`src/rtl/systolic_ctrl.sv`:
```
// Sequencer for an N x N output-stationary systolic MAC array: clears the grid,
// streams K skewed operand steps into its edges, then offers the N result rows.
module systolic_ctrl #(
   parameter int N  = 4,
   parameter int KW = 8,
   parameter int RW = $clog2(N)
) (
   input  logic            clk,
   input  logic            reset,
   input  logic            start,
   input  logic [KW-1:0]   k_len,
   output logic            busy,
   output logic            done,
   output logic            load_weights,
   output logic            compute_en,
   output logic [N*KW-1:0] a_idx,
   output logic [N-1:0]    a_valid,
   output logic [N*KW-1:0] b_idx,
   output logic [N-1:0]    b_valid,
   output logic            rd_valid,
   input  logic            rd_ready,
   output logic [RW-1:0]   rd_row
);

   // Step counter is wide enough to reach kreg + 2N - 3 without wrapping.
   localparam int TW = KW + RW + 1;

   typedef enum logic [2:0] {IDLE, CLEAR, FEED, READ, DONE} state_t;

   state_t            state;
   logic [KW-1:0]     kreg;
   logic [TW-1:0]     t;
   logic [TW-1:0]     step_next;
   logic [TW-1:0]     last_step;
   logic [N-1:0]      sk_valid;
   logic [N*KW-1:0]   sk_idx;

   // Skew pattern for the step about to be presented; rows and columns share it.
   always_comb begin
      step_next = (state == FEED) ? t + 1'b1 : '0;
      last_step = TW'(kreg) + TW'(2 * N - 3);
      sk_valid  = '0;
      sk_idx    = '0;
      for (int i = 0; i < N; i++) begin
         if ((step_next >= TW'(i)) && ((step_next - TW'(i)) < TW'(kreg))) begin
            sk_valid[i]          = 1'b1;
            sk_idx[i*KW +: KW]   = KW'(step_next - TW'(i));
         end
      end
   end

   always_ff @(posedge clk) begin
      if (reset) begin
         state        <= IDLE;
         kreg         <= '0;
         t            <= '0;
         busy         <= 1'b0;
         done         <= 1'b0;
         load_weights <= 1'b0;
         compute_en   <= 1'b0;
         a_idx        <= '0;
         a_valid      <= '0;
         b_idx        <= '0;
         b_valid      <= '0;
         rd_valid     <= 1'b0;
         rd_row       <= '0;
      end else begin
         case (state)
            IDLE: begin
               if (start) begin
                  kreg         <= k_len;
                  state        <= CLEAR;
                  busy         <= 1'b1;
                  load_weights <= 1'b1;
               end
            end
            CLEAR: begin
               load_weights <= 1'b0;
               if (kreg != '0) begin
                  state      <= FEED;
                  t          <= '0;
                  compute_en <= 1'b1;
                  a_valid    <= sk_valid;
                  a_idx      <= sk_idx;
                  b_valid    <= sk_valid;
                  b_idx      <= sk_idx;
               end else begin
                  state    <= READ;
                  rd_valid <= 1'b1;
                  rd_row   <= '0;
               end
            end
            FEED: begin
               if (t == last_step) begin
                  state      <= READ;
                  compute_en <= 1'b0;
                  a_valid    <= '0;
                  a_idx      <= '0;
                  b_valid    <= '0;
                  b_idx      <= '0;
                  rd_valid   <= 1'b1;
                  rd_row     <= '0;
               end else begin
                  t       <= step_next;
                  a_valid <= sk_valid;
                  a_idx   <= sk_idx;
                  b_valid <= sk_valid;
                  b_idx   <= sk_idx;
               end
            end
            READ: begin
               // rd_valid is always high here, so rd_ready alone completes the handshake.
               if (rd_ready) begin
                  if (rd_row == RW'(N - 1)) begin
                     state    <= DONE;
                     rd_valid <= 1'b0;
                     rd_row   <= '0;
                     busy     <= 1'b0;
                     done     <= 1'b1;
                  end else begin
                     rd_row <= rd_row + 1'b1;
                  end
               end
            end
            DONE: begin
               done  <= 1'b0;
               state <= IDLE;
            end
            default: state <= IDLE;
         endcase
      end
   end

endmodule

```
`config.mk`:
```
export PLATFORM = sky130hd
export DESIGN_NAME = systolic_ctrl
export DESIGN_NICKNAME = d
export VERILOG_FILES = /design/src/rtl/systolic_ctrl.sv
export SDC_FILE = /design/constraint.sdc
export NUM_CORES = 1
export LEC_CHECK = 0
export ABC_AREA = 1
export CORE_AREA = 5 5 96 98
export DETAILED_ROUTE_END_ITERATION = 8
export DIE_AREA = 0 0 101 103
export PLACE_DENSITY = 0.83
export SLEW_MARGIN = 25
export SYNTH_ARGS = -nofsm -noshare
export SYNTH_HDL_FRONTEND = slang
export SYNTH_SLANG_ARGS = --single-unit
```
`constraint.sdc`:
```
create_clock -name clk -period 4.21 [get_ports clk]
set_input_delay 0.6315 -clock clk [delete_from_list [all_inputs] [get_ports clk]]
set_output_delay 0.6315 -clock clk [all_outputs]
set_load 0.03 [all_outputs]
```
# After elaboration in Yosys (flattened, before gate mapping)
# Index checks and enable logic that the tools add are counted.
totals:
  reg_bits: 65
  latchBits: 0
  ramBits: 0
  romBits: 0
  in_bits: 12
  output_inout_bits: 79
  word_cells: 102
  n_memories: 0
classes:
  n_addsub: 6
  n_mul: 0
  div_mod_pow: 0
  order_cmp: 8
  eq_ne: 13
  n_shift: 0
  mux: 43
  bitwise: 0
  n_reduce_logical: 21
ops:
  columns: ["cell", "n"]
  rows:
  - ["2-to-1 mux 32 bit", 2]
  - ["one-hot mux 32 bit (2 select lines)", 1]
  - ["< comparator 11 x 8 -> 1 bit", 4]
  - ["2-to-1 mux 11 bit", 3]
  - ["2-to-1 mux 8 bit", 4]
  - [">= comparator 11 x 1 -> 1 bit, second input constant", 2]
  - [">= comparator 11 x 2 -> 1 bit, second input constant", 2]
  - ["one-hot mux 11 bit (2 select lines)", 1]
  - ["subtractor 11 x 2 -> 11 bit, second input constant", 2]
  - ["2-to-1 mux 1 bit", 14]
  - ["2-to-1 mux 3 bit", 4]
  - ["!= test 2 bit, second input constant", 6]
  - ["one-hot mux 3 bit (4 select lines)", 1]
  - ["AND reduction 4 bit", 3]
  - ["adder 11 x 1 -> 11 bit, second input constant", 1]
  - ["equality test 11 x 9 -> 1 bit", 1]
  - ["subtractor 11 x 1 -> 11 bit, second input constant", 1]
  - ["adder 8 x 3 -> 9 bit, second input constant", 1]
  - ["AND reduction 3 bit", 3]
  - ["2-to-1 mux 2 bit", 4]
  - ["2-to-1 mux 4 bit", 2]
  - ["one-hot mux 1 bit (2 select lines)", 4]
  - ["one-hot mux 4 bit (2 select lines)", 1]
  - ["nonzero test 2 bit", 4]
  - ["other kinds (14)", 20]

# Depth between registers and ports, before layout
depth:
  ltp_word: 8
  ltp_mapped: 20
  depth_no_buf: 19

# Worst setup path before layout
# No wires, ideal clock.
synth_timing:
  path_kind: "reg2reg"
  start: "reg state[2]"
  end: "reg b_idx[31]"
  setup_time_ns: 0.070
  t_arrival_ns: 2.800
  required_time_ns: 4.140
  slack_ns: 1.340
  path_stages_with_launch: 18
  n_path_buf: 1
  period_less_slack_ns: 2.870
  path_cell_list: "dfxtp_1 nor3_4 buf_6 nand2_2 inv_1 ha_1 nor2_1 inv_1 o21ai_0 ha_1 a21oi_1 o21a_1 nand2_1 a21oi_1 nand3_1 nor2_4 nand4_1 a21oi_1"
synth_via:
  elab_chain_len: 8
  word_cells_on_any_way: 14
  classes_between: "add/sub: 1; order compare: 2; eq/ne: 3; mux: 5; reduce/logical: 3"
synth_lines:
  columns: ["element", "line_no", "source"]
  rows:
  - ["from (decl)", "30", "state_t state;"]
  - ["from (signal assigned)", "54", "state <= IDLE;"]
  - ["from (signal assigned)", "72", "state <= CLEAR;"]
  - ["from (signal assigned)", "80", "state <= FEED;"]
  - ["equality test 3 x 2 -> 1 bit", "40, 68", null]
  - ["2-to-1 mux 11 bit", "40", "step_next = (state == FEED) ? t + 1'b1 : '0;"]
  - ["subtractor 11 x 2 -> 11 bit", "47", "sk_idx[i*KW +: KW] = KW'(step_next - TW'(i));"]
  - ["< comparator 11 x 8 -> 1 bit", "45", "if ((step_next >= TW'(i)) && ((step_next - TW'(i)) < TW'(kreg))) begin"]
  - ["logical AND 1 bit", "45", null]
  - ["2-to-1 mux 8 bit", "45", null]
  - ["2-to-1 mux 32 bit (on tied branches)", "94, 79", null]
  - ["one-hot mux 32 bit (2 select lines)", "68", "case (state)"]
  - ["to (signal assigned)", "86", "b_idx <= sk_idx;"]
  - ["to (signal assigned)", "108", "b_idx <= sk_idx;"]
  - ["to (decl)", "18", "output logic [N*KW-1:0] b_idx,"]
# Parallel ways exist; a longest one is shown, timed or not. The select of a mux whose other input is x is not followed.
# A chain may end at the register's enable or synchronous reset.

# Worst setup path in the final report
layout_timing:
  start: "reg state[1]"
  end: "reg b_idx[25]"
# Same word-level chain as after synthesis.

==> metrics.cfg <==
[run_status]
status=completed

[route]
via_per_inst=5.61
drc_errors=0
vias=4665
antenna_left=0
drt_iter0_drc=256
drt_wl_total_mm=13.7
routedWlPerCell_um=16.5
dr.pass1.iters=5

[place]
dp_hpwl_mm=10.3
portBuffers=90
gp_congestion=1.04
dpl_cell_area_mm2=0.00532

[global_route]
overflow=0
grt_pass1_wl_mm=21.9
grt.total_usage_pct=26.8
antenna_found_initial=0
grt_max_degree=49
first_global_vias=4402

[cells_and_area]
diodes=0
nets=770
area_growth_pct=19.6
drive_gt1_share_pct=5.94
regArea_mm2=0.00130
multi_input_area_mm2=0.00270
num-fill-cells=742
postLayoutCellArea_mm2=0.00552

[sta]
fin_setup_tns_ps=0
setup_viol=0
finClkSkew_ps=6.77
maxSlewHeadroom_pct=32.2
finalMaxSlewViolations=0
worst_slew_pin_slew_ps=1020
hold_violations=0
min_period_over_period_pct=84.9
fin_crit_ps=3580
max_clock_freq_mhz=280
rsz0062_at_grt=false

[power_and_ir_drop]
switching_share_pct=51.6
p_leak_nw=2.35
combPwrFrac_pct=60.6
power.density_mw_per_mm2=634
p_sw_mw=1.80
pwr-share-seq_pct=23.8
power.internal_mw=1.70
ir_drop_mv=0.485
clkPwrFrac_pct=15.6

[setup_path]
worstReg2RegStart=state[1]
crit_path_start_kind=flip-flop
crit_chain=inv_1 > nor3_4 > buf_4 > nand3_1 > inv_1 > o31ai_1 > o21ai_0 > ha_1 > a21oi_1 > o21a_1 > nand2_1 > a21oi_1 > nand3_1 > nor2_4 > nand4_1 > a21oi_1
max_stage_delay_ps=360
worstPathArrival_ps=3860
cpMaxStageDelayCell=dfxtp_1
worst_path_most_repeated_cell=a21oi_1
critPathTopFamily=simple AND/OR/NAND/NOR gates
required_ps=4500
crit_cells=16
ff2ff_setup_slack_ps=630
r2r_end=b_idx[25]
path_buf_inv=3
worstSetupPathType=flip-flop to flip-flop
critPathMaxFanout=9
ff2ff_path_depth=16
cp-end-kind=flip-flop

[clock_network]
clk_latency_ps=350
cts_setup_buffers=0
cts.sinks=65
cts_resized=0
cts_tree=done
clkTransAtPathRegs_ps=70
htreeDepth=3
cts_buffers=9
clockRootBuffer=clkbuf_8
ctsHoldBuffers=0
cts_buffer_depth=2

[floorplan]
placementRows=34
initial_core_util_pct=55.0
core_mm2=0.00838
ios=91
die_w_um=101
die_h_um=103
die_area_mm2=0.0104

[logic_synthesis]
ys.flop_type=dfxtp_1
synthCells=669
synth_top_area_share_pct=28.2
yosysWarnings=0
synth_largest_area_cell=dfxtp_1
synthArstFlopShare_pct=0
mappedNetlistArea_mm2=0.00461
ys_types=34
ys_seq_elements=65
synth-edff-count=0
synth_commonest_cells=159 x nand2_1, 73 x a21oi_1, 66 x inv_1, 65 x dfxtp_1, 51 x nand3_1
syn-num-nets=719
synth.avg_cell_area_um2=6.90
synth-seq-area-share_pct=28.2
synth_area_leaders=dfxtp_1 28%, nand2_1 13%, ha_1 10%
yosysMostFrequentCell=nand2_1

[worst_hold_path]
hold_path.class=flip-flop to flip-flop
min-delay-start=load_weights
holdPathStages=2
hold_end=load_weights

[job]
cap_violations=0

-- per-layer routing --
metal  share of wire [%]  up-vias  track usage, %
li1                    -     2283               -
met2                  45      202            41.3
met4                 4.2        0            15.8
met3                 7.5       45            4.87
met1                  44     2135            35.2
met5                   0        -               0
-- through the flow --
step | cells | util [%] | hold WS (ps) | total power, mW | setup slack [ps]
global route | 832 | 65.8 | 492 | 3.79 | 313
CTS | 832 | 65.8 | 469 | 3.46 | 663
global placement | 817 | 63.5 | 453 | 2.86 | 783
finish | 832 | 65.8 | 464 | 3.50 | 635
floorplan | 669 | - | 481 | 2.38 | 1340
detailed placement | 817 | 63.5 | 456 | 2.92 | 695
-- cell families (layout without fill, tap and decap cells) --
group	Yosys count	count (layout)	share of synthesized area [%]
flops	65	65	28.2
fa+ha+maj	38	38	10.3
compound gates	110	110	12.3
xor+xnor	19	19	4.01
simple gates	313	313	31.8
buf+inv	124	179	13.4
-- layout make-up --
class	instances	share of cell area [%]
inverters	71	4.83
repair buffers	93	16.7
clock inverters	3	0.726
flip-flops and latches	65	23.6
well taps	108	2.45
clock buffers	12	2.81
multi-input cells	480	48.9
-- worst max-delay path by stage --
stage	from	endpoint
final	state[1]	b_idx[25]
after CTS	state[1]	b_idx[25]
after global routing	state[1]	b_idx[25]
after floorplan	state[2]	b_idx[31]
after global placement	t[0]	b_idx[25]
after detailed placement	state[1]	b_idx[25]
-- placed cells by master, fill, tap and decap left out, types with 24 or more instances in the layout --
cell	netlist	final
nand3_1	51	51
clkdlybuf4s50_1	0	90
inv_1	66	66
nor2_1	37	37
ha_1	38	38
nand2_1	159	159
a21oi_1	73	73
o21ai_0	29	29
dfxtp_1	65	65
nand4_1	24	24
-- sequential cells by signal, indices dropped and copies added, names as in the netlist --
signal,count
b_idx,32
b_valid,4
busy,1
compute_en,1
done,1
kreg,8
load_weights,1
rd_row,2
rd_valid,1
state,3
t,11
-- power by group through the flow --
stage	sequential [mW]	combinational (mW)	clock, mW
floorplan	0.894	1.48	0
global placement	0.839	2.02	0
detailed placement	0.844	2.07	0
CTS	0.831	2.08	0.549
global route	0.849	2.36	0.581
finish	0.833	2.12	0.546
-- worst reg2reg max path, delay by kind of cell, from the launching register on --
kind                       cells  cell delay (ps)
buffers and inverters          3              690
and+or+nand+nor                6             1260
AOI/OAI and AO/OA              6              900
adders and majority gates      1              310
DFF                            1              360
Note: power is estimated with default switching activity, not from simulation.
